## config.mk

```make
export PLATFORM = sky130hd
export DESIGN_NAME = parallel_to_serial
export DESIGN_NICKNAME = d
export VERILOG_FILES = /design/src/rtl/rsa_io_pkg.sv /design/src/rtl/word_byte_shifter.sv /design/src/rtl/parallel_to_serial.sv
export SDC_FILE = /design/constraint.sdc
export NUM_CORES = 1
export LEC_CHECK = 0
export CORE_MARGIN = 5
export CORE_UTILIZATION = 50
export CTS_BUF_LIST = sky130_fd_sc_hd__clkbuf_8
export CTS_CLUSTER_DIAMETER = 150
export CTS_CLUSTER_SIZE = 14
export DETAILED_ROUTE_END_ITERATION = 10
export HOLD_SLACK_MARGIN = 0.15
export PLACE_DENSITY = 0.86
export RECOVER_POWER = 50
export REMOVE_ABC_BUFFERS = 1
export SLEW_MARGIN = 15
export SYNTH_ARGS = -nofsm -noshare
export SYNTH_HDL_FRONTEND = slang
export SYNTH_SLANG_ARGS = --single-unit
```

## constraint.sdc

```tcl
create_clock -name clk -period 3.7 [get_ports clk]
set_clock_uncertainty 0.1 [all_clocks]
set_input_delay 0.74 -clock clk [delete_from_list [all_inputs] [get_ports clk]]
set_output_delay 0.74 -clock clk [all_outputs]
set_load 0.02 [all_outputs]
```

## src/rtl/rsa_io_pkg.sv

```systemverilog
// Shared definitions for the RSA host I/O byte paths (loader and result sender).
// Byte order on the host link is MSB first for both directions.
package rsa_io_pkg;

    localparam int DBITS_DEFAULT  = 32;
    localparam int BYTES_PER_WORD = DBITS_DEFAULT / 8;

    // Host byte order: the most significant byte of a word travels first.
    localparam bit MSB_FIRST = 1'b1;

    typedef enum logic [2:0] {
        IDLE    = 3'd0,
        RD_REQ  = 3'd1,
        RD_WAIT = 3'd2,
        SEND    = 3'd3,
        FIN     = 3'd4
    } state_e;

    function automatic int bytes_per_word(input int dbits);
        return dbits / 8;
    endfunction

endpackage

```

## src/rtl/word_byte_shifter.sv

```systemverilog
// Splits a loaded word into bytes in host order, advancing one byte per accept.
// last_o flags that the byte currently presented is the final one of the word.
module word_byte_shifter
    import rsa_io_pkg::*;
#(
    parameter int DBITS = DBITS_DEFAULT,
    parameter int CNT_W = 2
) (
    input  logic             clk,
    input  logic             rst,
    input  logic             load_i,
    input  logic [DBITS-1:0] data_i,
    input  logic             accept_i,
    output logic [7:0]       byte_o,
    output logic             last_o
);

    localparam int             BPW      = bytes_per_word(DBITS);
    localparam logic [CNT_W-1:0] LAST_IDX = CNT_W'(BPW - 1);

    logic [DBITS-1:0] shift_q, shift_d;
    logic [CNT_W-1:0] cnt_q, cnt_d;

    always_comb begin
        shift_d = shift_q;
        cnt_d   = cnt_q;
        if (load_i) begin
            shift_d = data_i;
            cnt_d   = '0;
        end else if (accept_i) begin
            if (MSB_FIRST) begin
                shift_d = {shift_q[DBITS-9:0], 8'h00};
            end else begin
                shift_d = {8'h00, shift_q[DBITS-1:8]};
            end
            cnt_d = cnt_q + CNT_W'(1);
        end
    end

    always_ff @(posedge clk) begin
        if (rst) begin
            shift_q <= '0;
            cnt_q   <= '0;
        end else begin
            shift_q <= shift_d;
            cnt_q   <= cnt_d;
        end
    end

    assign byte_o = MSB_FIRST ? shift_q[DBITS-1 -: 8] : shift_q[7:0];
    assign last_o = (cnt_q == LAST_IDX);

endmodule

```

## src/rtl/parallel_to_serial.sv

```systemverilog
// Reads a block of result words from the operand RAM and streams them to the
// UART TX one byte at a time, MSB byte of each word first.
module parallel_to_serial
    import rsa_io_pkg::*;
#(
    parameter int DBITS    = DBITS_DEFAULT,
    parameter int ABITS    = 8,
    parameter int BPW_LOG2 = 2
) (
    input  logic             clk,
    input  logic             rst,
    input  logic             start,
    input  logic [ABITS-1:0] base_addr,
    input  logic [ABITS-1:0] num_words,
    output logic             rd_en,
    output logic [ABITS-1:0] rd_addr,
    input  logic [DBITS-1:0] rd_data,
    output logic [7:0]       tx_byte,
    output logic             tx_valid,
    input  logic             tx_ready,
    output logic             busy,
    output logic             done
);

    // Handshake: a byte moves on any edge where tx_valid and tx_ready are both
    // high; while tx_ready is low, tx_byte and tx_valid hold their values.

    state_e state_q, state_d;

    logic [ABITS-1:0] addr_q, addr_d;
    logic [ABITS-1:0] rem_q, rem_d;

    logic rd_en_q, rd_en_d;
    logic tx_valid_q, tx_valid_d;
    logic busy_q, busy_d;
    logic done_q, done_d;

    logic accept;
    logic last_byte;
    logic load_word;
    logic word_end;

    assign accept    = tx_valid_q & tx_ready;
    assign load_word = (state_q == RD_WAIT);
    assign word_end  = (state_q == SEND) & accept & last_byte;

    word_byte_shifter #(
        .DBITS (DBITS),
        .CNT_W (BPW_LOG2)
    ) u_shifter (
        .clk      (clk),
        .rst      (rst),
        .load_i   (load_word),
        .data_i   (rd_data),
        .accept_i (accept),
        .byte_o   (tx_byte),
        .last_o   (last_byte)
    );

    // State and registered outputs.
    always_ff @(posedge clk) begin
        if (rst) begin
            state_q    <= IDLE;
            addr_q     <= '0;
            rem_q      <= '0;
            rd_en_q    <= 1'b0;
            tx_valid_q <= 1'b0;
            busy_q     <= 1'b0;
            done_q     <= 1'b0;
        end else begin
            state_q    <= state_d;
            addr_q     <= addr_d;
            rem_q      <= rem_d;
            rd_en_q    <= rd_en_d;
            tx_valid_q <= tx_valid_d;
            busy_q     <= busy_d;
            done_q     <= done_d;
        end
    end

    always_comb begin
        state_d = state_q;
        case (state_q)
            IDLE: begin
                if (start) begin
                    state_d = (num_words == '0) ? FIN : RD_REQ;
                end
            end
            RD_REQ:  state_d = RD_WAIT;
            RD_WAIT: state_d = SEND;
            SEND: begin
                if (word_end) begin
                    state_d = (rem_q == ABITS'(1)) ? FIN : RD_REQ;
                end
            end
            FIN:     state_d = IDLE;
            default: state_d = IDLE;
        endcase
    end

    // Address wraps naturally modulo 2^ABITS.
    always_comb begin
        addr_d = addr_q;
        rem_d  = rem_q;
        if ((state_q == IDLE) && start) begin
            addr_d = base_addr;
            rem_d  = num_words;
        end else if (word_end) begin
            rem_d = rem_q - ABITS'(1);
            if (rem_q != ABITS'(1)) begin
                addr_d = addr_q + ABITS'(1);
            end
        end
    end

    // done follows the FIN cycle, so busy is already low when done is seen.
    always_comb begin
        rd_en_d    = (state_d == RD_REQ);
        tx_valid_d = (state_d == SEND);
        busy_d     = (state_d != IDLE);
        done_d     = (state_q == FIN);
    end

    assign rd_en    = rd_en_q;
    assign rd_addr  = addr_q;
    assign tx_valid = tx_valid_q;
    assign busy     = busy_q;
    assign done     = done_q;

endmodule

```

==> run metrics <==
Via density approximately 5.8; hold depth 2; EDFF count, synth 0; Critical Path RT roughly 3800 ps; Hold Path Class flip-flop to flip-flop; R2R depth 4; vias in the first global route 2,597; P&R area growth vs syn 28.2%; commonest non-fill, non-tap cells in the layout 57 x dfxtp_1, 51 x clkdlybuf4s50_1, 47 x nand2_1; measured slew at the worst slew-check pin 1320 ps; mux share of post-synthesis cell area 0.364%; Synth Flop Type dfxtp_1; Adder-Cell Fraction of Synth Area 1.82%; final core occ 64.8%; slew margin rel. 11.9%; Max Fclk roughly 350 MHz; gr ovfl total 0; Pins Over Slew Limit 0; detailed placer's ending HPWL 4610 um; commonest non-fill, non-tap cell in the layout dfxtp_1; syn_area_per_cell 8.19 um2; Post-CTS Hold Buffers 0; H-tree Lvls 3; # diodes 0; min Tclk post-route 2870 ps; Initial Utilization between 50% and 60%; CORE AREA 5440 um2; Clock Tree Buf Depth 2; initial antenna violation count 0; Final Hold Fails 0; run status completed; nets 444; Setup Fix Bufs, Post-CTS 0; Root Driver clkbuf_8; Total GRT Usage 20.0%; TritonCTS Buffers 9; CP Class input pin to flip-flop; Worst-Skew Late Latency 330 ps; unrepaired setup endpoints after global routing false; Chip Width between 80 and 90 um; endpoints failing setup 0; PortBufs 71; flops & latches, synth 57; Peak VDD IR between 0.2 and 0.25 mV; yosys warns 0; Reg clk slew, reported paths 60 ps; Pleak 1.25 nW; CP Capture Type flip-flop; Synth Area in Compound Gates a little under a fifth; share of layout cells above drive strength 1 5.13%; Power Dens Cells 414 nW/um2; post-synthesis xor/xnor area fraction less than 1%; First-pass DRT Iterations 4; Setup WS post-layout 826 ps; CTS tree yes; area share of and/or/nand/nor cells after synthesis around 30%; clock sinks 57; DIE AREA 7090 um2; Remaining DRCs 0; dpl ws 872 ps; Syn Inst Count 336; largest cells by area after synthesis dfxtp_1 41%, a311oi_1 8.9%, nand3_1 6.5%; post-synth cell types 50; Die Span Y 84.2 um; first-pass GRT wire length between 10,000 and 15,000 um; Post-synth ARST share 0%; Routability Congestion approximately 0.81; share of the synthesized area in the top cell type about two fifths; post-synthesis sequential area ratio 41.5%; Wirelength per Cell 14.6 um; Worst Path Max Fanout 20; Site Rows 27; largest net degree at the start of global routing between 50 and 60; Cell Area, Synth between 2000 and 3000 um2; Worst setup SP type input pin; DRT antenna net count 0; hold_ws 369 ps; largest family of logic cells by synthesized area simple AND/OR/NAND/NOR gates; Yosys top cell by area dfxtp_1; Worst Path Arrival 2930 ps; TNS Setup 0 ps; final worst path period share between 70% and 80%; # IOs 72; maxcap violations 0; Post-CTS Resized 0; via count 2,701; final WL 6770 um; Initial DRC Count 191
## flip-flops by register name, indices dropped and copies added, names as in the netlist
| signal | cells |
|---|---|
| busy | 1 |
| tx_valid | 1 |
| state_q | 3 |
| u_shifter.cnt_q | 2 |
| u_shifter.shift_q | 32 |
| rd_addr | 8 |
| done | 1 |
| rem_q | 8 |
| rd_en | 1 |
## synth_stat cells (all sizes together) (2+ instances only)
| cell type | instances |
|---|---|
| nor3b | 2 |
| a21oi | 14 |
| nand2 | 48 |
| o21ai | 6 |
| buf | 23 |
| nor4b | 2 |
| nor2 | 39 |
| and4 | 4 |
| a311oi | 28 |
| or4b | 2 |
| nand2b | 2 |
| o211ai | 3 |
| inv | 2 |
| nand4b | 2 |
| dfxtp | 57 |
| a31oi | 4 |
| or3 | 6 |
| nor3 | 5 |
| o31ai | 2 |
| a2111oi | 3 |
| clkbuf | 12 |
| or2 | 2 |
| nand4 | 2 |
| nor4 | 8 |
| xor2 | 2 |
| ha | 4 |
| nand3 | 36 |
| and3 | 3 |
## cell type report
| class | instances | area (um2) |
|---|---|---|
| timing repair buffer | 76 | 731 |
| fill | 478 | 1910 |
| inverter | 2 | 7.51 |
| tap | 72 | 90.1 |
| sequential | 57 | 1140 |
| clock inverter | 3 | 12.5 |
| multi-input combinational | 242 | 1410 |
| clock buffer | 10 | 138 |
## kinds of logic (layout without fill, tap and decap cells)
group,count (synthesis),count (layout)
and+or+nand+nor,167,167
AOI/OAI and AO/OA,68,68
DFF,57,57
buffers and inverters,37,91
adders and majority gates,4,4
xor gates and xnor gates,2,2
muxes,1,1
## path summary, 6_finish.rpt
path / from / to / slack, ps
max: tx_ready / u_shifter.shift_q[1] / 830
min: u_shifter.shift_q[3] / u_shifter.shift_q[3] / 370
max reg2reg: state_q[0] / rem_q[2] / 1340
min reg2reg: u_shifter.shift_q[3] / u_shifter.shift_q[3] / 370
## stage by stage
| stage | total power, mW | instance area, um2 | cells |
|---|---|---|---|
| 2_1_floorplan | 0.866 | 2560 | 301 |
| 3_3_place_gp | 1.01 | 3400 | 449 |
| 3_5_place_dp | 1.02 | 3400 | 449 |
| 4_1_cts | 1.48 | 3550 | 462 |
| 5_1_grt | 1.54 | 3530 | 462 |
| 6_report | 1.46 | 3530 | 462 |
## metal layers
layer / part of all wire, % / track usage, % / vias to the layer above / routed length [um]
li1: - / - / 1332 / -
met1: 45 / 25.5 / 1285 / 3040
met2: 48 / 31.4 / 70 / 3250
met3: 5.2 / 5.30 / 14 / 355
met4: 1.8 / 9.65 / 0 / 123
met5: 0 / 0 / - / 0
## where the power goes
group | total, mW | internal [mW] | switching [mW]
logic | 0.289 | 0.137 | 0.153
registers | 0.709 | 0.669 | 0.0404
clock network | 0.462 | 0.243 | 0.219
## worst max-delay path, cell delays in order
cell,delay [ps]
dlygate4sd3_1,600
clkbuf_1,500
nand2_1,520
buf_4,370
nand3_1,110
a21oi_1,90
(Power assumes the default switching activity.)
==> RTL edit, RTL diff (same settings) <==
Change the package constant `MSB_FIRST` from 1'b1 to 1'b0.
--- a/src/rtl/rsa_io_pkg.sv
+++ b/src/rtl/rsa_io_pkg.sv
@@ -7,5 +7,5 @@
 
     // Host byte order: the most significant byte of a word travels first.
-    localparam bit MSB_FIRST = 1'b1;
+    localparam bit MSB_FIRST = 1'b0;
 
     typedef enum logic [2:0] {
Function: changed (a bounded check fails within 4 cycles, from zero or initial values and one cycle with rst high).
==> RTL edit against the original RTL <==
The flow now finishes with violations (max-capacitance violations, max-slew violations). Synthesized area down 2.6%. Worst setup slack gained 0.066 ns. Combinational power fell by 4%. Hold slack worse by 0.00064 ns. Final area decreased by 1.3%. Sequential share of layout area increased by 0.42 points. Fmax rose by 2.3%. Sequential cell count unchanged. Global-route usage increased by 0.22 points. Wire length is 2.9% higher. Largest cell class unchanged. Power is 0.36% higher. Final cell count is 1.1% lower. Register-to-register slack worse by 0.14 ns.
==> RTL edit: results (changes against the original RTL) <==
Critical path
  – FF-to-FF setup slack: 1.20 ns (-0.14 ns)
  – R2R Path Start: state_q[0]$_SDFF_PP0_
  – FF-to-FF End: u_shifter.shift_q[4]$_SDFFE_PP0P_
  – Reg2reg path depth: 3 (-1)
  – Critical path's slowest cell: or4_1
  – Crit path to: rd_addr[3]$_SDFFE_PP0P_
  – Critical path data arrival time: 2.94 ns (about the same)
  – Setup crit start: tx_ready
  – Crit path max-delay family: simple AND/OR/NAND/NOR gates

Logic synthesis
  – Post-synthesis sequential area ratio: 0.426 (+0.0110)
  – Most frequent cells after synthesis: nand2_1 (66), dfxtp_1 (57), nor2_1 (41)
  – Synthesized area per cell: 8.10 µm² (-1.1%)
  – Synth area leaders: dfxtp_1 (43%), a311oi_1 (9.8%), nand2_1 (9.2%)
  – Library cells used by synthesis: 46 (-8.0%)

Pwr
  – Worst vdd ir: 0.270 mV (+24%)
  – Static Leak: 1.20 nW (-4.2%)

Clock network
  – Clk root buf: clkbuf_8
  – H-tree lvl count: 3 (unchanged)
  – Number of setup buffers added after CTS: 0 (unchanged)

Run status
  – Failing checks: max-capacitance violations, max-slew violations
  – Run status: complete, but fails checks

Placement
  – Dpl cells: 442 (-1.6%)
  – Routability cong.: 0.834 (+3.5%)
  – Post-DP HPWL: 4.67 mm (+1.1%)

Layout
  – Non-filler cells, final: 457 (-1.1%)
  – Number of fill cells: 402 (-16%)
  – Layout cells sized above 1: 0.0568 (+0.00557)
  – Diode count: 0 (unchanged)

STA
  – Max Transition Viols Final: 57 (+57)

Flow run
  – Max-cap violation count: 1 (+1)

Global routing
  – Overall Global Routing Usage: 0.202 (+0.00216)
  – First-pass GRT wire length: 11.7 mm (-1.3%)
  – Vias in the first global route: 2456 (-5.4%)

Detailed routing
  – Routed via count: 2609 (-3.4%)
  – Routed wire length per instance: 15.2 µm (+4.0%)
-- RTL edit: cell count changes in the layout (fill, tap and decap cells not counted), sizes merged, moves of 3 or more --
| cell | delta |
|---|---|
| a2111oi | -3 |
| or3 | -3 |
| dlygate4sd3 | -14 |
| clkdlybuf4s50 | +14 |
| nand3 | -23 |
| nand2 | +19 |
| clkinv | +3 |
| and2 | +3 |
-- RTL edit: layout make-up --
type	instances	share of cell area
multi-input combinational	237	0.389
sequential	57	0.328
timing repair buffer	75	0.209
clock buffer	10	0.0395
tap	70	0.0252
clock inverter	5	0.00683
inverter	3	0.00323
-- RTL edit: power by group --
part / switching [mW] / total, mW / internal (mW)
Clock: 0.232 / 0.482 / 0.250
Sequential: 0.0395 / 0.706 / 0.667
Combinational: 0.140 / 0.278 / 0.137
Total: 0.412 / 1.47 / 1.05
-- RTL edit: routing by layer --
layer / track usage / routed length, µm / up-vias
li1: - / - / 1294
met1: 0.247 / 2980 / 1225
met2: 0.332 / 3460 / 77
met3: 0.0693 / 424 / 13
met4: 0.0684 / 99 / 0
met5: 0 / 0 / -
-- RTL edit: logic make-up (layout without fill, tap and decap cells) --
kind of cell    Yosys count  after routing  synth area share
simple gates            162            162             0.289
xor+xnor                  2              2           0.00654
mux                       1              1           0.00373
compound gates           68             68             0.188
buf+inv                  37             93            0.0686
flops                    57             57             0.426
fa+ha+maj                 4              4            0.0187
-- RTL edit: worst min-delay path: stages (launching register included) --
cell,delay [ns]
dfxtp_1,0.31
nand3_1,0.06
a21oi_1,0.06
-- RTL edit: through the flow --
| step | worst slack [ns] | cell area [µm²] |
|---|---|---|
| 2_1_floorplan | 1.24 | 2510 |
| 3_3_place_gp | 0.937 | 3340 |
| 3_5_place_dp | 0.882 | 3340 |
| 4_1_cts | 1.22 | 3500 |
| 5_1_grt | 0.772 | 3480 |
| 6_report | 0.892 | 3480 |
-- RTL edit: worst min-delay path by stage --
stage                                  startpoint                                  to  slack [ns]  cells past startpoint
2_1_floorplan  u_shifter.shift_q[24]$_SDFFE_PP0P_  u_shifter.shift_q[24]$_SDFFE_PP0P_        0.34                      2
3_3_place_gp   u_shifter.shift_q[31]$_SDFFE_PP0P_  u_shifter.shift_q[31]$_SDFFE_PP0P_        0.35                      2
4_1_cts        u_shifter.shift_q[25]$_SDFFE_PP0P_  u_shifter.shift_q[25]$_SDFFE_PP0P_        0.37                      2
3_5_place_dp   u_shifter.shift_q[25]$_SDFFE_PP0P_  u_shifter.shift_q[25]$_SDFFE_PP0P_        0.36                      2
5_1_grt        u_shifter.shift_q[11]$_SDFFE_PP0P_   u_shifter.shift_q[3]$_SDFFE_PP0P_        0.40                      2
6_report       u_shifter.shift_q[25]$_SDFFE_PP0P_  u_shifter.shift_q[25]$_SDFFE_PP0P_        0.37                      2
